<file path="src/rtl/cadder_pkg.sv">
// Shared types and constants for the cadder_pipe block: operation modes and
// the upper bound on pipeline depth.
package cadder_pkg;

  localparam int MAX_LATENCY = 4;

  typedef enum logic [1:0] {
    MODE_ADD  = 2'b00,
    MODE_SUB  = 2'b01,
    MODE_ACC  = 2'b10,
    MODE_LOAD = 2'b11
  } mode_e;

endpackage

</file>
<file path="src/rtl/cadder_core.sv">
// Combinational WIDTH+1-bit ripple adder, S = X + Y + cin (mod 2^(WIDTH+1)).
// With CARRY_ERROR nonzero the carry out of bit ERR_BIT is forced to 0.
module cadder_core #(
  parameter int WIDTH       = 4,
  parameter int CARRY_ERROR = 0,
  parameter int ERR_BIT     = 0
) (
  input  logic [WIDTH:0] X,
  input  logic [WIDTH:0] Y,
  input  logic           cin,
  output logic [WIDTH:0] S
);

  // w_c[i] is the carry into bit i; the carry out of the MSB is discarded.
  logic [WIDTH:0] w_c;

  assign w_c[0] = cin;

  for (genvar i = 0; i < WIDTH; i++) begin : g_carry
    if (CARRY_ERROR != 0 && i == ERR_BIT) begin : g_drop
      assign w_c[i+1] = 1'b0;
    end else begin : g_pass
      assign w_c[i+1] = (X[i] & Y[i]) | (w_c[i] & (X[i] ^ Y[i]));
    end
  end

  assign S = X ^ Y ^ w_c;

endmodule

</file>
<file path="src/rtl/cadder_pipe.sv">
// Pipelined add/sub/accumulate unit with valid/ready handshake and full-stall
// backpressure. Optional sticky accumulator overflow flag: CADDER_PIPE_OVF_EN.
module cadder_pipe
  import cadder_pkg::*;
#(
  parameter int WIDTH       = 4,
  parameter int LATENCY     = 2,
  parameter int CARRY_ERROR = 0,
  parameter int ERR_BIT     = 0
) (
  input  logic             clk,
  input  logic             rst,
  input  logic             in_valid,
  output logic             in_ready,
  input  logic [WIDTH-1:0] A,
  input  logic [WIDTH-1:0] B,
  input  logic [1:0]       mode,
  output logic             out_valid,
  input  logic             out_ready,
  output logic [WIDTH:0]   Z
`ifdef CADDER_PIPE_OVF_EN
  ,
  output logic             ovf
`endif
);

  // Out-of-range depths saturate to the legal 1..MAX_LATENCY window.
  localparam int STAGES = (LATENCY < 1) ? 1 :
                          (LATENCY > MAX_LATENCY) ? MAX_LATENCY : LATENCY;

  mode_e          w_mode;
  logic           w_stall;
  logic           w_accept;
  logic [WIDTH:0] w_x;
  logic [WIDTH:0] w_y;
  logic           w_cin;
  logic [WIDTH:0] w_sum;
  logic [WIDTH:0] w_result;

  logic [WIDTH:0]    r_acc;
  logic [WIDTH:0]    r_data [STAGES];
  logic [STAGES-1:0] r_vld;

  assign w_mode    = mode_e'(mode);
  assign w_stall   = out_valid && !out_ready;
  assign in_ready  = !w_stall;
  assign w_accept  = in_valid && in_ready;
  assign out_valid = r_vld[STAGES-1];
  assign Z         = r_data[STAGES-1];

  // NOTE: every signal driven here gets a default first, so no path leaves it
  // unassigned and no latch is inferred.
  always_comb begin
    w_x      = {1'b0, A};
    w_y      = {1'b0, B};
    w_cin    = 1'b0;
    w_result = w_sum;
    case (w_mode)
      MODE_SUB: begin
        w_y   = ~{1'b0, B};
        w_cin = 1'b1;
      end
      MODE_ACC: begin
        w_x = r_acc;
        w_y = {1'b0, A};
      end
      MODE_LOAD: w_result = {1'b0, A};
      default: ;
    endcase
  end

  cadder_core #(
    .WIDTH      (WIDTH),
    .CARRY_ERROR(CARRY_ERROR),
    .ERR_BIT    (ERR_BIT)
  ) u_core (
    .X  (w_x),
    .Y  (w_y),
    .cin(w_cin),
    .S  (w_sum)
  );

  // NOTE: state uses non-blocking assignments so every register samples the
  // pre-edge values of its neighbours, which is what makes the shift work.
  always_ff @(posedge clk or posedge rst) begin
    if (rst) begin
      r_vld <= '0;
      r_acc <= '0;
      // NOTE: the data stages are reset too, because Z must read 0 during and
      // right after reset rather than whatever was in flight.
      for (int i = 0; i < STAGES; i++) r_data[i] <= '0;
    end else begin
      if (!w_stall) begin
        r_vld[0]  <= in_valid;
        r_data[0] <= w_result;
        for (int i = 1; i < STAGES; i++) begin
          r_vld[i]  <= r_vld[i-1];
          r_data[i] <= r_data[i-1];
        end
      end
      if (w_accept && (w_mode == MODE_ACC || w_mode == MODE_LOAD)) r_acc <= w_result;
    end
  end

`ifdef CADDER_PIPE_OVF_EN
  // Exact sum with one spare bit, independent of any injected carry fault.
  logic [WIDTH+1:0] w_true_sum;
  logic             r_ovf;

  assign w_true_sum = {1'b0, r_acc} + {2'b00, A};
  assign ovf        = r_ovf;

  always_ff @(posedge clk or posedge rst) begin
    if (rst) begin
      r_ovf <= 1'b0;
    end else if (w_accept) begin
      if (w_mode == MODE_ACC && w_true_sum[WIDTH+1]) r_ovf <= 1'b1;
      else if (w_mode == MODE_LOAD) r_ovf <= 1'b0;
    end
  end
`endif

endmodule

</file>
<file path="config.mk">
export PLATFORM = sky130hd
export DESIGN_NAME = cadder_pipe
export DESIGN_NICKNAME = d
export VERILOG_FILES = /design/src/rtl/cadder_pkg.sv /design/src/rtl/cadder_core.sv /design/src/rtl/cadder_pipe.sv
export SDC_FILE = /design/constraint.sdc
export NUM_CORES = 1
export LEC_CHECK = 0
export BUFFER_PORTS_ARGS = -buffer_cell sky130_fd_sc_hd__buf_4
export CAP_MARGIN = 20
export CORE_MARGIN = 8
export CORE_UTILIZATION = 40
export DETAILED_ROUTE_END_ITERATION = 10
export PLACE_DENSITY_LB_ADDON = 0.2
export SLEW_MARGIN = 15
export SYNTH_ARGS = -nofsm -noshare
export SYNTH_HDL_FRONTEND = slang
export SYNTH_SLANG_ARGS = --single-unit
</file>
<file path="constraint.sdc">
create_clock -name clk -period 6.5 [get_ports clk]
set_input_delay 0.65 -clock clk [delete_from_list [all_inputs] [get_ports clk]]
set_output_delay 0.65 -clock clk [all_outputs]
set_load 0.02 [all_outputs]
</file>
# Word-level counts from Yosys, hierarchy flattened
# Index checks and enable logic that the tools add are counted.
[classes]
n_mux = 4
bitwise_logic = 19
n_reduce_logical = 6
n_eq_ne = 3
[ops]
columns = ["operator", "count"]
rows = [
  ["$mux 5", 2],
  ["$pmux 5 s2", 1],
  ["$xor 5x5->5", 2],
  ["$and 1x1->1", 8],
  ["$not 4->5", 1],
  ["$eq 2x2->1 const B", 2],
  ["$or 1x1->1", 4],
  ["$xor 1x1->1", 4],
  ["$logic_and 1x1->1", 3],
  ["$eq 2x1->1 const B", 1],
  ["$logic_not 1->1", 2],
  ["$logic_or 1x1->1", 1],
  ["$mux 1", 1],
]
[word_totals]
reg_bits = 17
elab_cells = 36
inputBits = 14
output_inout_bits = 7

# Longest topological paths before layout
# Gate-level depths: netlist (run 1).
[depth]
ltp_word = 13
mapped_depth = 13
mapped_depth_nobuf = 12

# Hierarchy
# A second synthesis (run 1) with hierarchy kept.
[hier_totals]
hier_cells = 93
area_unflattened_um2 = 1063.5
[by_module_without_submodules]
columns = ["module", "area_per_inst_um2", "n_inst", "cells_each", "seq_area_each_um2"]
rows = [
  ["cadder_pipe", 940.9, 1, 83, 425.4],
  ["cadder_core", 122.6, 1, 10, 0.0],
]

# Worst setup path after synthesis (run 1)
# No wires, ideal clock.
[synth_timing]
kind = "input to register"
from = "input mode[0]"
to = "register r_acc[4]"
t_arrival_ps = 3059
required_ps = 6396
setup_ps = 104
path_stages = 13
n_path_buf = 1
path_slack_ps = 3337
path_cell_list = "inv_1 -> ha_1 -> clkbuf_1 -> a221oi_1 -> a21oi_1 -> fa_1 -> fa_1 -> inv_1 -> fa_1 -> fa_1 -> xor2_1 -> xnor2_1 -> o41ai_2"
[synth_via]
elab_chain_len = 13
word_cells_on_any_way = 27
classes_between = "eq/ne (3); mux (4); bitwise (18); reduce/logical (2)"
[synth_rtl]
columns = ["item", "line", "text"]
rows = [
  ["start: declaration", "cadder_pipe.sv:17", "input logic [1:0] mode,"],
  ["$eq 2x2->1 or $eq 2x1->1 (tied branches)", "cadder_pipe.sv:58, cadder_pipe.sv:101", ""],
  ["$pmux 5 s2 or $mux 5 (tied branches)", "cadder_pipe.sv:58", "case (w_mode)"],
  ["$xor 1x1->1", "cadder_core.sv:23", "assign w_c[i+1] = (X[i] & Y[i]) | (w_c[i] & (X[i] ^ Y[i]));"],
  ["$and 1x1->1", "cadder_core.sv:23", ""],
  ["$or 1x1->1", "cadder_core.sv:23", ""],
  ["$and 1x1->1", "cadder_core.sv:23", ""],
  ["$or 1x1->1", "cadder_core.sv:23", ""],
  ["$and 1x1->1", "cadder_core.sv:23", ""],
  ["$or 1x1->1", "cadder_core.sv:23", ""],
  ["$and 1x1->1", "cadder_core.sv:23", ""],
  ["$or 1x1->1", "cadder_core.sv:23", ""],
  ["$xor 5x5->5", "cadder_core.sv:27", "assign S = X ^ Y ^ w_c;"],
  ["$mux 5", "cadder_pipe.sv:58", ""],
  ["end signal: assignment", "cadder_pipe.sv:101", "if (w_accept && (w_mode == MODE_ACC || w_mode == MODE_LOAD)) r_acc <= w_result;"],
  ["end: declaration", "cadder_pipe.sv:40", "logic [WIDTH:0] r_acc;"],
]
# Parallel ways exist; a longest one is shown, timed or not.
# A chain may end at the register's enable or synchronous reset.

# Worst setup path after layout (run 1)
# Ends and elaborated chain as after synthesis.

==> flow_summary.html, run 1 <==
<table>
<tr><th>Metric</th><th>Value</th></tr>
<tr><th colspan="2">Run status</th></tr>
<tr><td>Status</td><td>finished clean</td></tr>
<tr><th colspan="2">Yosys</th></tr>
<tr><td>Syn_nets</td><td>126</td></tr>
<tr><td>Register bit count reported by yosys</td><td>17</td></tr>
<tr><td>Combined area of all synthesized cells</td><td>approximately 0.0011 mm2</td></tr>
<tr><td>Average size of a mapped cell</td><td>between 10 and 15 um2</td></tr>
<tr><td>Count of mapped cells out of synthesis</td><td>104</td></tr>
<tr><td>Number of distinct standard cells referenced by the synthesized netlist</td><td>26</td></tr>
<tr><td>Count of synthesis-stage warnings from yosys</td><td>0</td></tr>
<tr><td>Share of synthesized area occupied by flip-flops and latches</td><td>39.6%</td></tr>
<tr><th colspan="2">Clock tree</th></tr>
<tr><td>Number of buffers added to fix hold violations after cts</td><td>0</td></tr>
<tr><td>TritonCTS Buffers</td><td>3</td></tr>
<tr><td>CTS H-tree lvls</td><td>1</td></tr>
<tr><td>Post_cts resized</td><td>0</td></tr>
<tr><td>Number of buffers added for setup after CTS</td><td>0</td></tr>
<tr><td>Skew-Pair Late Insertion Delay</td><td>280 ps</td></tr>
<tr><td># clock sinks</td><td>17</td></tr>
<tr><td>Maximum buffer depth of the clock tree</td><td>2</td></tr>
<tr><td>Cell chosen for the clock root</td><td>clkbuf_4</td></tr>
<tr><td>Clock-pin slew reported for the worst setup and hold paths after clock tree synthesis</td><td>90 ps</td></tr>
<tr><td>CTS tree</td><td>done</td></tr>
<tr><th colspan="2">Critical path</th></tr>
<tr><td>Largest fanout on the critical path</td><td>10</td></tr>
<tr><td>Category of the critical setup timing path</td><td>input pin to flop</td></tr>
<tr><td>Worst Reg-to-Reg Cells</td><td>9</td></tr>
<tr><td>Endpoint class of the critical path</td><td>flop</td></tr>
<tr><td>Critical register-to-register path startpoint</td><td>r_acc[0]</td></tr>
<tr><td>Endpoint arrival time on the critical path</td><td>3510 ps</td></tr>
<tr><td>Endpoint required time on the critical path</td><td>6680 ps</td></tr>
<tr><td>Startpoint kind of the worst setup timing path</td><td>input pin</td></tr>
<tr><td>Capturing point of the worst reg2reg path</td><td>r_acc[4]</td></tr>
<tr><td>Reg2reg setup slack</td><td>3890 ps</td></tr>
<tr><th colspan="2">Routing</th></tr>
<tr><td>DR WL/cell</td><td>12.5 um</td></tr>
<tr><td>Total wire length after detailed routing</td><td>1850 um</td></tr>
<tr><td>First-pass DRT Iterations</td><td>4</td></tr>
<tr><td>1st-iter DRT viols</td><td>21</td></tr>
<tr><td>Number of vias per cell after detailed routing</td><td>between 4 and 5</td></tr>
<tr><td>Wire length on met2</td><td>885 um</td></tr>
<tr><td>Number of vias in the routed layout</td><td>705</td></tr>
<tr><td>DRC errors left</td><td>0</td></tr>
<tr><td>Max layer used</td><td>met4</td></tr>
<tr><td>Antenna-violating nets left</td><td>0</td></tr>
<tr><td>Metal3 WL</td><td>123 um</td></tr>
<tr><td>Wl on met1</td><td>821 um</td></tr>
<tr><th colspan="2">Global routing</th></tr>
<tr><td>Global-route wire length before repair</td><td>between 3000 and 4000 um</td></tr>
<tr><td>Combined global-route utilization of all metal layers</td><td>8.61%</td></tr>
<tr><td>Vias in the first global route</td><td>slightly above 700</td></tr>
<tr><td>Number of antenna violations at the first check in global routing</td><td>0</td></tr>
<tr><td>Global-route congestion overflow total</td><td>0</td></tr>
<tr><td>Pin count of the biggest net entering global routing</td><td>18</td></tr>
<tr><th colspan="2">Timing</th></tr>
<tr><td>Number of hold violations in the final report</td><td>0</td></tr>
<tr><td>Final clock skew</td><td>1.09 ps</td></tr>
<tr><td>Achievable Freq</td><td>between 300 and 400 MHz</td></tr>
<tr><td>Unrepaired setup endpoints after global routing</td><td>false</td></tr>
<tr><td>Final-layout setup total negative slack</td><td>0 ps</td></tr>
<tr><td>Slew headroom</td><td>57.3%</td></tr>
<tr><td>Period minus WS final</td><td>around 3300 ps</td></tr>
<tr><td>Number of failing setup endpoints in the final timing report</td><td>0</td></tr>
<tr><td>Number of max-slew violations in the final report</td><td>0</td></tr>
<tr><td>Transition time of the tightest slew-check pin</td><td>641 ps</td></tr>
<tr><td>Period utilization</td><td>51.1%</td></tr>
<tr><th colspan="2">Place</th></tr>
<tr><td>Post-detailed-placement half-perimeter wirelength</td><td>1490 um</td></tr>
<tr><td>Number of I/O port buffers</td><td>20</td></tr>
<tr><td>Post-placement cell area</td><td>0.00119 mm2</td></tr>
<tr><td>RD Place Congestion</td><td>0.695</td></tr>
<tr><th colspan="2">Layout</th></tr>
<tr><td>Number of diodes added for antenna fixing</td><td>0</td></tr>
<tr><td>Final std cell area, no fill</td><td>around 0.0012 mm2</td></tr>
<tr><td>Layout cells sized above 1</td><td>27.1%</td></tr>
<tr><td>Fillcell total</td><td>roughly 240</td></tr>
<tr><td>Highest-count cells in the layout ignoring fill and taps</td><td>22 x nand2_1, 20 x buf_4, 17 x dfrtp_1</td></tr>
<tr><td>Most common cell after layout, fill and taps aside</td><td>nand2_1</td></tr>
<tr><td>Layout-stage area growth over the synthesis result</td><td>13.4%</td></tr>
<tr><td>Final net count</td><td>between 100 and 150</td></tr>
<tr><th colspan="2">Die</th></tr>
<tr><td>Placement row count</td><td>18</td></tr>
<tr><td>Die Width</td><td>67.8 um</td></tr>
<tr><td>Die Outline Area</td><td>0.00460 mm2</td></tr>
<tr><td>Core Region</td><td>0.00252 mm2</td></tr>
<tr><td>Y dimension of the die</td><td>67.8 um</td></tr>
<tr><td>Initial cell density of the core</td><td>42.6%</td></tr>
<tr><td>Number of ports placed on the die boundary</td><td>21</td></tr>
<tr><th colspan="2">Pwr</th></tr>
<tr><td>Static power due to leakage</td><td>0.604 nW</td></tr>
<tr><td>P per Cell Area</td><td>roughly 300 mW/mm2</td></tr>
<tr><td>Worst voltage drop across the vdd grid</td><td>0.177 mV</td></tr>
<tr><th colspan="2">Job</th></tr>
<tr><td>MaxCap Viol Count</td><td>0</td></tr>
<tr><th colspan="2">Worst hold path</th></tr>
<tr><td>Class of the most critical hold timing path</td><td>input pin to asynchronous set/reset pin</td></tr>
</table>
-- through the flow --
step                worst slack (ps)  total power, mW  std cells  utilization [%]  hold slack (ps)
global route                    3020            0.400        148             48.3              504
floorplan                       3340            0.289        104                -              430
finish                          3180            0.371        148             48.3              452
detailed placement              2870            0.322        144             47.2              452
global placement                2940            0.319        144             47.2              443
CTS                             3180            0.378        148             48.3              469
-- where the power goes --
part | internal, mW | switching [mW] | total, mW
Combinational | 0.0709 | 0.0759 | 0.147
Sequential | 0.148 | 0.0221 | 0.170
Clock | 0.0238 | 0.0306 | 0.0543
Total | 0.242 | 0.129 | 0.371
-- kinds of logic (layout without fill, tap and decap cells) --
group	after synthesis	count (layout)	synth area share (%)
AOI/OAI and AO/OA	12	12	8.63
xor gates and xnor gates	2	2	1.63
adders and majority gates	8	8	12.1
buffers and inverters	22	36	10.7
DFF	17	17	39.6
muxes	16	16	16.3
and+or+nand+nor	27	27	11.0
-- flip-flops by register name, summed over array words and instances, names as in the netlist --
signal and flops:
Z 5, r_vld 2, r_acc 5, r_data 5
-- cells in the mapped netlist (all sizes together) --
library cell,instances,area [um2]
nand2,22,82.6
inv,12,45.0
o41ai,1,16.3
mux2i,10,100
o31ai,1,7.51
a21oi,4,20.0
xnor2,1,8.76
buf,9,66.3
mux2,6,75.1
nand2b,1,6.26
clkbuf,1,3.75
and2b,1,10.0
fa,4,80.1
dfrtp,17,425
o21ai,4,31.3
nor2,3,18.8
xor2,1,8.76
ha,4,50.1
a221oi,2,17.5
-- worst max-delay path by stage --
stage,cells past startpoint,endpoint,slack (ps),from
floorplan,13,r_acc[4],3340,mode[0]
global placement,12,r_acc[4],2940,mode[0]
detailed placement,12,r_acc[4],2870,mode[0]
CTS,12,r_acc[4],3180,mode[0]
global route,12,r_acc[4],3020,mode[0]
finish,12,r_acc[4],3180,mode[0]
-- critical path, cell delays in order --
cell	delay, ps
buf_4	120
inv_1	50
ha_1	430
mux2_2	400
fa_1	410
fa_1	370
inv_1	80
fa_1	180
fa_1	190
xor2_1	220
xnor2_1	140
o41ai_2	270
-- layout make-up --
cell class | count | area [um2] | share of cell area, %
sequential | 17 | 425 | 34.9
timing repair buffer | 20 | 150 | 12.3
tap | 30 | 37.5 | 3.08
inverter | 12 | 45.0 | 3.70
multi-input combinational | 65 | 533 | 43.8
clock buffer | 4 | 26.3 | 2.16
-- routing by layer --
metal	track usage (%)	up-vias
li1	-	355
met1	10.4	331
met2	14.2	17
met3	1.66	2
met4	4.60	0
met5	0	-
Power figures use the tool's default switching activity.
==> inputs of run 2 (changes only) <==
- ABC_AREA: unset -> 1
- clock period: 6.5 -> 2.8 ns (I/O delays scaled with it)
==> flow_summary.html, run 2 <==
<table>
<tr><th>Metric</th><th>Value</th></tr>
<tr><th colspan="2">Yosys</th></tr>
<tr><td>Ranking of synthesized cells by area</td><td>dfrtp_1 39%, nand2_1 15%, fa_1 7.3%, inv_1 5.2%, o21ai_2 4.8%</td></tr>
<tr><td>Commonest register cell after synthesis</td><td>dfrtp_1</td></tr>
<tr><td>Cell taking the most area after synthesis</td><td>dfrtp_1</td></tr>
<tr><td>EDFF count, synth</td><td>0 (unchanged)</td></tr>
<tr><td>Synth cell count leaders</td><td>44 x nand2_1, 17 x dfrtp_1, 15 x inv_1</td></tr>
<tr><td>Syn_nets</td><td>149 (+18%)</td></tr>
<tr><td>Share of synthesized area occupied by flip-flops and latches</td><td>38.9% (-0.68 points)</td></tr>
<tr><td>Share of the synthesized area in the top cell type</td><td>38.9% (-0.68 points)</td></tr>
<tr><td>Register bit count reported by yosys</td><td>17 (unchanged)</td></tr>
<tr><td>Top-count cell post-synth</td><td>nand2_1</td></tr>
<tr><td>Combined area of all synthesized cells</td><td>0.00109 mm2 (+1.7%)</td></tr>
<tr><td>Count of synthesis-stage warnings from yosys</td><td>0 (unchanged)</td></tr>
<tr><td>Number of distinct standard cells referenced by the synthesized netlist</td><td>21 (-19%)</td></tr>
<tr><td>Average size of a mapped cell</td><td>8.60 um2 (-17%)</td></tr>
<tr><td>FFs w/ async S/R, synth</td><td>100% (unchanged)</td></tr>
<tr><td>Count of mapped cells out of synthesis</td><td>127 (+22%)</td></tr>
<tr><th colspan="2">Worst hold path</th></tr>
<tr><td>Class of the most critical hold timing path</td><td>input pin to asynchronous set/reset pin</td></tr>
<tr><th colspan="2">Pwr</th></tr>
<tr><td>Clock share of power</td><td>16.9% (+2.2 points)</td></tr>
<tr><td>Static power due to leakage</td><td>0.647 nW (+7.1%)</td></tr>
<tr><td>Worst voltage drop across the vdd grid</td><td>0.314 mV (+78%)</td></tr>
<tr><td>Reg power frac</td><td>45.2% (-0.6 points)</td></tr>
<tr><td>Switching Fraction</td><td>36.3% (+1.6 points)</td></tr>
<tr><td>Internal power</td><td>0.502 mW (+110%)</td></tr>
<tr><td>Portion of total power attributed to combinational logic</td><td>37.9% (-1.7 points)</td></tr>
<tr><td>P per Cell Area</td><td>630 mW/mm2 (+110%)</td></tr>
<tr><td>Power spent charging and discharging nets</td><td>0.286 mW (+120%)</td></tr>
<tr><td>Overall power consumption</td><td>0.788 mW (+110%)</td></tr>
<tr><th colspan="2">Timing</th></tr>
<tr><td>Period minus WS final</td><td>2530 ps</td></tr>
<tr><td>Number of hold violations in the final report</td><td>0 (unchanged)</td></tr>
<tr><td>Achievable Freq</td><td>about 390 MHz</td></tr>
<tr><td>Number of failing setup endpoints in the final timing report</td><td>0 (unchanged)</td></tr>
<tr><td>Final-layout setup total negative slack</td><td>0 ps (unchanged)</td></tr>
<tr><td>Period utilization</td><td>90.4%</td></tr>
<tr><td>Worst-case hold slack</td><td>60.5 ps (-391 ps)</td></tr>
<tr><td>Transition time of the tightest slew-check pin</td><td>638 ps (-2.52 ps)</td></tr>
<tr><td>Slew headroom</td><td>57.4% (+0.17 points)</td></tr>
<tr><td>Unrepaired setup endpoints after global routing</td><td>false</td></tr>
<tr><td>Worst path setup slack after routing</td><td>268 ps (-2910 ps)</td></tr>
<tr><td>Number of max-slew violations in the final report</td><td>0 (unchanged)</td></tr>
<tr><td>Final clock skew</td><td>3.90 ps (+2.81 ps)</td></tr>
<tr><th colspan="2">Clock tree</th></tr>
<tr><td>Clock-pin slew reported for the worst setup and hold paths after clock tree synthesis</td><td>100 ps (about the same)</td></tr>
<tr><td>Maximum buffer depth of the clock tree</td><td>2 (unchanged)</td></tr>
<tr><td>CTS H-tree lvls</td><td>1 (unchanged)</td></tr>
<tr><td>Number of buffers added to fix hold violations after cts</td><td>0 (unchanged)</td></tr>
<tr><td>Number of buffers added for setup after CTS</td><td>0 (unchanged)</td></tr>
<tr><td>CTS tree</td><td>done</td></tr>
<tr><td>Post_cts resized</td><td>0 (unchanged)</td></tr>
<tr><td>Skew-Pair Late Insertion Delay</td><td>290 ps (about the same)</td></tr>
<tr><td># clock sinks</td><td>17 (unchanged)</td></tr>
<tr><td>TritonCTS Buffers</td><td>3 (unchanged)</td></tr>
<tr><td>Cell chosen for the clock root</td><td>clkbuf_4</td></tr>
<tr><th colspan="2">Place</th></tr>
<tr><td>Number of I/O port buffers</td><td>20 (unchanged)</td></tr>
<tr><td>RD Place Congestion</td><td>0.738 (+6.2%)</td></tr>
<tr><td>Post-detailed-placement half-perimeter wirelength</td><td>1580 um (+6.1%)</td></tr>
<tr><td>Setup slack after placement</td><td>-46.9 ps (-2910 ps)</td></tr>
<tr><td>Placed insts</td><td>173 (+20%)</td></tr>
<tr><td>Post-placement cell area</td><td>0.00122 mm2 (+2.7%)</td></tr>
<tr><th colspan="2">Global routing</th></tr>
<tr><td>Vias in the first global route</td><td>831 (+14%)</td></tr>
<tr><td>Most used routing layer in global routing</td><td>met2</td></tr>
<tr><td>Global-route wire length before repair</td><td>3530 um (+14%)</td></tr>
<tr><td>Met2 Usage GRT</td><td>15.0% (+0.80 points)</td></tr>
<tr><td>Pin count of the biggest net entering global routing</td><td>18 (unchanged)</td></tr>
<tr><td>Global-route congestion overflow total</td><td>0 (unchanged)</td></tr>
<tr><td>Combined global-route utilization of all metal layers</td><td>9.77% (+1.2 points)</td></tr>
<tr><td>Global routing usage on met3</td><td>0.655% (-1.0 points)</td></tr>
<tr><td>Number of antenna violations at the first check in global routing</td><td>0 (unchanged)</td></tr>
<tr><td>Met1 Resource Use GR</td><td>12.7% (+2.4 points)</td></tr>
<tr><th colspan="2">Die</th></tr>
<tr><td>Number of ports placed on the die boundary</td><td>21 (unchanged)</td></tr>
<tr><td>Die Outline Area</td><td>0.00466 mm2 (+1.3%)</td></tr>
<tr><td>Placement row count</td><td>19 (+1)</td></tr>
<tr><td>Core Region</td><td>0.00266 mm2 (+5.6%)</td></tr>
<tr><td>Initial cell density of the core</td><td>41.0% (-1.5 points)</td></tr>
<tr><td>Die Width</td><td>68.3 um (+0.66%)</td></tr>
<tr><td>Y dimension of the die</td><td>68.3 um (+0.66%)</td></tr>
<tr><th colspan="2">Layout</th></tr>
<tr><td>Final net count</td><td>169 (+20%)</td></tr>
<tr><td>Final Non-Filler Cells</td><td>177 (+20%)</td></tr>
<tr><td>Fillcell total</td><td>267 (+10%)</td></tr>
<tr><td>Layout-stage area growth over the synthesis result</td><td>14.4%</td></tr>
<tr><td>Most common cell after layout, fill and taps aside</td><td>nand2_1</td></tr>
<tr><td>Number of diodes added for antenna fixing</td><td>0 (unchanged)</td></tr>
<tr><td>Area of combinational cells with multiple inputs</td><td>509 um2 (-4.5%)</td></tr>
<tr><td>Highest-count cells in the layout ignoring fill and taps</td><td>44 x nand2_1, 23 x buf_4, 17 x dfrtp_1</td></tr>
<tr><td>Layout cells sized above 1</td><td>26.0% (-1.1 points)</td></tr>
<tr><td>Final design utilization</td><td>46.9% (-1.3 points)</td></tr>
<tr><td>Area taken by flip-flops and latches</td><td>425 um2 (unchanged)</td></tr>
<tr><td>Final std cell area, no fill</td><td>0.00125 mm2 (+2.7%)</td></tr>
<tr><th colspan="2">Critical path</th></tr>
<tr><td>Endpoint required time on the critical path</td><td>3030 ps (-3650 ps)</td></tr>
<tr><td>Startpoint kind of the worst setup timing path</td><td>input pin</td></tr>
<tr><td>Category of the critical setup timing path</td><td>input pin to flop</td></tr>
<tr><td>Family with the most delay on the worst path</td><td>adder cells</td></tr>
<tr><td>Endpoint class of the critical path</td><td>flop</td></tr>
<tr><td>Critical register-to-register path startpoint</td><td>r_acc[0]</td></tr>
<tr><td>CP cell instances</td><td>buf_4 &gt; inv_1 &gt; ha_1 &gt; inv_1 &gt; o211ai_1 &gt; o21ai_0 &gt; inv_1 &gt; fa_1 &gt; fa_1 &gt; inv_1 &gt; fa_1 &gt; fa_1 &gt; nand2_1 &gt; o21ai_1 &gt; o21ai_2</td></tr>
<tr><td>Worst Path Buf+Inv</td><td>5 (+2)</td></tr>
<tr><td>Endpoint arrival time on the critical path</td><td>2770 ps (-740 ps)</td></tr>
<tr><td>Launching instance or port of the critical path</td><td>mode[0]</td></tr>
<tr><td>Largest fanout on the critical path</td><td>4 (-6)</td></tr>
<tr><td>Maximum single-stage delay on the critical path</td><td>410 ps (-20 ps)</td></tr>
<tr><td>Max stage delay cell, worst path</td><td>fa_1</td></tr>
<tr><td>Reg2reg setup slack</td><td>400 ps (-3490 ps)</td></tr>
<tr><th colspan="2">Routing</th></tr>
<tr><td>Number of vias in the routed layout</td><td>831 (+18%)</td></tr>
<tr><td>Total wire length after detailed routing</td><td>1960 um (+5.8%)</td></tr>
<tr><td>Antenna-violating nets left</td><td>0 (unchanged)</td></tr>
<tr><td>DRC errors left</td><td>0 (unchanged)</td></tr>
<tr><td>DR WL/cell</td><td>11.1 um (-12%)</td></tr>
<tr><td>Number of vias per cell after detailed routing</td><td>4.69 (-1.4%)</td></tr>
<tr><td>First-pass DRT Iterations</td><td>4 (unchanged)</td></tr>
<tr><td>1st-iter DRT viols</td><td>58 (+180%)</td></tr>
<tr><th colspan="2">Job</th></tr>
<tr><td>MaxCap Viol Count</td><td>0 (unchanged)</td></tr>
<tr><th colspan="2">Run status</th></tr>
<tr><td>Status</td><td>finished clean</td></tr>
</table>
run 2: cell types whose count changed after synthesis, sizes merged, moves of 2 or more:
| cell | delta |
|---|---|
| a221oi | -2 |
| mux2 | -6 |
| nand3 | +2 |
| a21oi | -4 |
| o211ai | +4 |
| o21ai | +15 |
| mux2i | -8 |
| nand2 | +23 |
| inv | +6 |
| nand4 | +2 |
run 2: final timing paths:
kind,endpoint,depth (start not counted)
hold reg to reg,r_vld[1],2
max in group asynchronous,Z[0],2
hold / removal,Z[4],2
min in group clk,r_vld[0],3
setup reg to reg,r_acc[3],10
setup / recovery,r_acc[3],15
run 2: cell families after synthesis:
| group | share of synthesized area (%) |
|---|---|
| adders and majority gates | 11.9 |
| buffers and inverters | 14.4 |
| muxes | 1.83 |
| AOI/OAI and AO/OA | 13.5 |
| and+or+nand+nor | 19.4 |
| DFF | 38.9 |
run 2: per-layer routing:
layer	up-vias	routed length, um	share of wire, %
met3	5	90	4.6
met2	24	866	44
met5	-	0	0
met4	0	56	2.9
met1	369	947	48
li1	433	-	-
run 2: area by class of cell:
class | count | share of cell area, %
Inverter | 18 | 6.21
Multi-Input combinational cell | 84 | 40.7
Clock buffer | 4 | 2.10
Sequential cell | 17 | 34.0
Timing Repair Buffer | 23 | 13.8
Tap cell | 31 | 3.10
run 2: worst reg2reg max path, cell delays in order (launching register included):
cell     delay [ps]
dfrtp_1         400
nand2_1          70
o21ai_0         100
fa_1            430
fa_1            390
inv_1            80
fa_1            180
fa_1            410
nand2_1          80
o21ai_1          80
o21ai_2         130
run 2: power by group through the flow:
stage               combinational [mW]  sequential [mW]  clock (mW)
floorplan                        0.250            0.355           0
global placement                 0.294            0.361           0
detailed placement               0.304            0.362           0
CTS                              0.304            0.358       0.139
global route                     0.341            0.366       0.150
finish                           0.298            0.356       0.133
==> inputs of run 3 (changes only) <==
- CORE_MARGIN: 8 -> 2
- SLEW_MARGIN: 15 -> unset
==> flow_summary.html, run 3 (synthesized netlist as in run 2, its figures left out) <==
<table>
<tr><th>Metric</th><th>Value</th></tr>
<tr><th colspan="2">Routing</th></tr>
<tr><td>DR WL/cell</td><td>10.2 um (-7.5%)</td></tr>
<tr><td>Antenna-violating nets left</td><td>0 (unchanged)</td></tr>
<tr><td>1st-iter DRT viols</td><td>17 (-71%)</td></tr>
<tr><td>DRC errors left</td><td>0 (unchanged)</td></tr>
<tr><td>First-pass DRT Iterations</td><td>4 (unchanged)</td></tr>
<tr><td>Number of vias in the routed layout</td><td>818 (-1.6%)</td></tr>
<tr><td>Total wire length after detailed routing</td><td>1800 um (-8.0%)</td></tr>
<tr><td>Number of vias per cell after detailed routing</td><td>4.65 (-1.0%)</td></tr>
<tr><th colspan="2">Critical path</th></tr>
<tr><td>Endpoint required time on the critical path</td><td>3020 ps (about the same)</td></tr>
<tr><td>CP cell instances</td><td>buf_4 &gt; inv_1 &gt; ha_1 &gt; inv_1 &gt; o211ai_1 &gt; o21ai_0 &gt; inv_1 &gt; fa_1 &gt; fa_1 &gt; inv_1 &gt; fa_1 &gt; fa_1 &gt; nand2_1 &gt; o21ai_1 &gt; o21ai_2</td></tr>
<tr><td>Max stage delay cell, worst path</td><td>fa_1</td></tr>
<tr><td>Worst Path Buf+Inv</td><td>5 (unchanged)</td></tr>
<tr><td>Maximum single-stage delay on the critical path</td><td>410 ps (about the same)</td></tr>
<tr><td>Category of the critical setup timing path</td><td>input pin to flop</td></tr>
<tr><td>Reg2reg setup slack</td><td>410 ps (about the same)</td></tr>
<tr><td>Family with the most delay on the worst path</td><td>adder cells</td></tr>
<tr><td>Endpoint arrival time on the critical path</td><td>2740 ps (-30 ps)</td></tr>
<tr><td>Endpoint class of the critical path</td><td>flop</td></tr>
<tr><td>Startpoint kind of the worst setup timing path</td><td>input pin</td></tr>
<tr><td>Largest fanout on the critical path</td><td>4 (unchanged)</td></tr>
<tr><th colspan="2">Die</th></tr>
<tr><td>Initial cell density of the core</td><td>43.3% (+2.3 points)</td></tr>
<tr><td>Core Region</td><td>0.00252 mm2 (-5.3%)</td></tr>
<tr><td>Placement row count</td><td>18 (-1)</td></tr>
<tr><td>Die Outline Area</td><td>0.00316 mm2 (-32%)</td></tr>
<tr><td>Die Width</td><td>56.3 um (-18%)</td></tr>
<tr><td>Y dimension of the die</td><td>56.3 um (-18%)</td></tr>
<tr><td>Number of ports placed on the die boundary</td><td>21 (unchanged)</td></tr>
<tr><th colspan="2">Global routing</th></tr>
<tr><td>Most used routing layer in global routing</td><td>met2</td></tr>
<tr><td>Number of antenna violations at the first check in global routing</td><td>0 (unchanged)</td></tr>
<tr><td>Pin count of the biggest net entering global routing</td><td>18 (unchanged)</td></tr>
<tr><td>Vias in the first global route</td><td>768 (-7.6%)</td></tr>
<tr><td>Met1 Resource Use GR</td><td>16.6% (+3.8 points)</td></tr>
<tr><td>Global routing usage on met3</td><td>2.07% (+1.4 points)</td></tr>
<tr><td>Global-route congestion overflow total</td><td>0 (unchanged)</td></tr>
<tr><td>Global-route wire length before repair</td><td>3260 um (-7.4%)</td></tr>
<tr><td>Met2 Usage GRT</td><td>21.8% (+6.8 points)</td></tr>
<tr><td>Combined global-route utilization of all metal layers</td><td>13.2% (+3.5 points)</td></tr>
<tr><th colspan="2">Pwr</th></tr>
<tr><td>P per Cell Area</td><td>627 mW/mm2 (-0.54%)</td></tr>
<tr><td>Worst voltage drop across the vdd grid</td><td>0.331 mV (+5.1%)</td></tr>
<tr><td>Static power due to leakage</td><td>0.647 nW (unchanged)</td></tr>
<tr><th colspan="2">Timing</th></tr>
<tr><td>Final clock skew</td><td>0.747 ps (-3.15 ps)</td></tr>
<tr><td>Number of max-slew violations in the final report</td><td>0 (unchanged)</td></tr>
<tr><td>Achievable Freq</td><td>396 MHz (+0.33%)</td></tr>
<tr><td>Slew headroom</td><td>58.9% (+1.4 points)</td></tr>
<tr><td>Period minus WS final</td><td>2520 ps (-8.34 ps)</td></tr>
<tr><td>Number of failing setup endpoints in the final timing report</td><td>0 (unchanged)</td></tr>
<tr><td>Unrepaired setup endpoints after global routing</td><td>false</td></tr>
<tr><td>Number of hold violations in the final report</td><td>0 (unchanged)</td></tr>
<tr><td>Period utilization</td><td>90.1% (-0.30 points)</td></tr>
<tr><td>Transition time of the tightest slew-check pin</td><td>616 ps (-21.5 ps)</td></tr>
<tr><td>Final-layout setup total negative slack</td><td>0 ps (unchanged)</td></tr>
<tr><td>Worst-case hold slack</td><td>65.2 ps (+4.65 ps)</td></tr>
<tr><th colspan="2">Layout</th></tr>
<tr><td>Layout-stage area growth over the synthesis result</td><td>14.3%</td></tr>
<tr><td>Number of diodes added for antenna fixing</td><td>0 (unchanged)</td></tr>
<tr><td>Most common cell after layout, fill and taps aside</td><td>nand2_1</td></tr>
<tr><td>Area of combinational cells with multiple inputs</td><td>509 um2 (unchanged)</td></tr>
<tr><td>Area taken by flip-flops and latches</td><td>425 um2 (unchanged)</td></tr>
<tr><td>Highest-count cells in the layout ignoring fill and taps</td><td>44 x nand2_1, 23 x buf_4, 17 x dfrtp_1</td></tr>
<tr><td>Final net count</td><td>169 (unchanged)</td></tr>
<tr><td>Fillcell total</td><td>252 (-5.6%)</td></tr>
<tr><td>Layout cells sized above 1</td><td>26.0% (unchanged)</td></tr>
<tr><td>Final design utilization</td><td>49.5% (+2.6 points)</td></tr>
<tr><th colspan="2">Clock tree</th></tr>
<tr><td>Number of buffers added for setup after CTS</td><td>0 (unchanged)</td></tr>
<tr><td>Maximum buffer depth of the clock tree</td><td>2 (unchanged)</td></tr>
<tr><td>Number of buffers added to fix hold violations after cts</td><td>0 (unchanged)</td></tr>
<tr><td>Cell chosen for the clock root</td><td>clkbuf_4</td></tr>
<tr><td>Clock-pin slew reported for the worst setup and hold paths after clock tree synthesis</td><td>90 ps (about the same)</td></tr>
<tr><td># clock sinks</td><td>17 (unchanged)</td></tr>
<tr><td>CTS tree</td><td>done</td></tr>
<tr><td>Skew-Pair Late Insertion Delay</td><td>280 ps (about the same)</td></tr>
<tr><td>Post_cts resized</td><td>0 (unchanged)</td></tr>
<tr><td>CTS H-tree lvls</td><td>1 (unchanged)</td></tr>
<tr><td>TritonCTS Buffers</td><td>3 (unchanged)</td></tr>
<tr><th colspan="2">Place</th></tr>
<tr><td>Post-detailed-placement half-perimeter wirelength</td><td>1470 um (-7.4%)</td></tr>
<tr><td>RD Place Congestion</td><td>0.756 (+2.4%)</td></tr>
<tr><td>Number of I/O port buffers</td><td>20 (unchanged)</td></tr>
<tr><th colspan="2">Job</th></tr>
<tr><td>MaxCap Viol Count</td><td>0 (unchanged)</td></tr>
<tr><th colspan="2">Run status</th></tr>
<tr><td>Status</td><td>finished clean</td></tr>
<tr><th colspan="2">Worst hold path</th></tr>
<tr><td>Class of the most critical hold timing path</td><td>input pin to asynchronous set/reset pin</td></tr>
</table>
==> run 3: power breakdown <==
part	internal, mW	switching (mW)	total (mW)
registers	0.319	0.0392	0.358
clock network	0.0553	0.0731	0.128
logic	0.127	0.169	0.296
==> run 3: layer usage <==
metal  routed length [um]  share of wire (%)
met5                    0                  0
met4                   17               0.94
met3                   63                3.5
met2                  879                 49
met1                  843                 47
==> run 3: area by class of cell <==
cell class | instances | area share [%]
inverters | 18 | 6.21
well taps | 30 | 3.01
flip-flops and latches | 17 | 34.1
multi-input cells | 84 | 40.8
clock buffers | 4 | 2.10
repair buffers | 23 | 13.8
==> run 3: metrics by stage <==
| step | power, mW | cells | setup WS, ps | cell area [um2] |
|---|---|---|---|---|
| 6_report | 0.783 | 176 | 276 | 1250 |
| 5_1_grt | 0.851 | 176 | 110 | 1250 |
| 3_3_place_gp | 0.652 | 172 | 50.4 | 1220 |
| 3_5_place_dp | 0.666 | 172 | -21.4 | 1220 |
| 2_1_floorplan | 0.605 | 127 | 166 | 1090 |
| 4_1_cts | 0.798 | 176 | 282 | 1250 |
==> run 3: worst reg2reg max path: stages, from the launching register on <==
cell	delay, ps
dfrtp_1	400
nand2_1	70
o21ai_0	110
fa_1	440
fa_1	380
inv_1	80
fa_1	180
fa_1	410
nand2_1	80
o21ai_1	80
o21ai_2	130
==> run 3: worst paths after layout <==
path	end	cells after the start	start
max	r_acc[3]	15	mode[0]
min	Z[4]	2	rst
max reg2reg	r_acc[3]	10	r_acc[0]
min reg2reg	r_vld[1]	2	r_vld[0]
max in group asynchronous	r_acc[3]	2	rst
min in group clk	r_vld[0]	3	in_valid
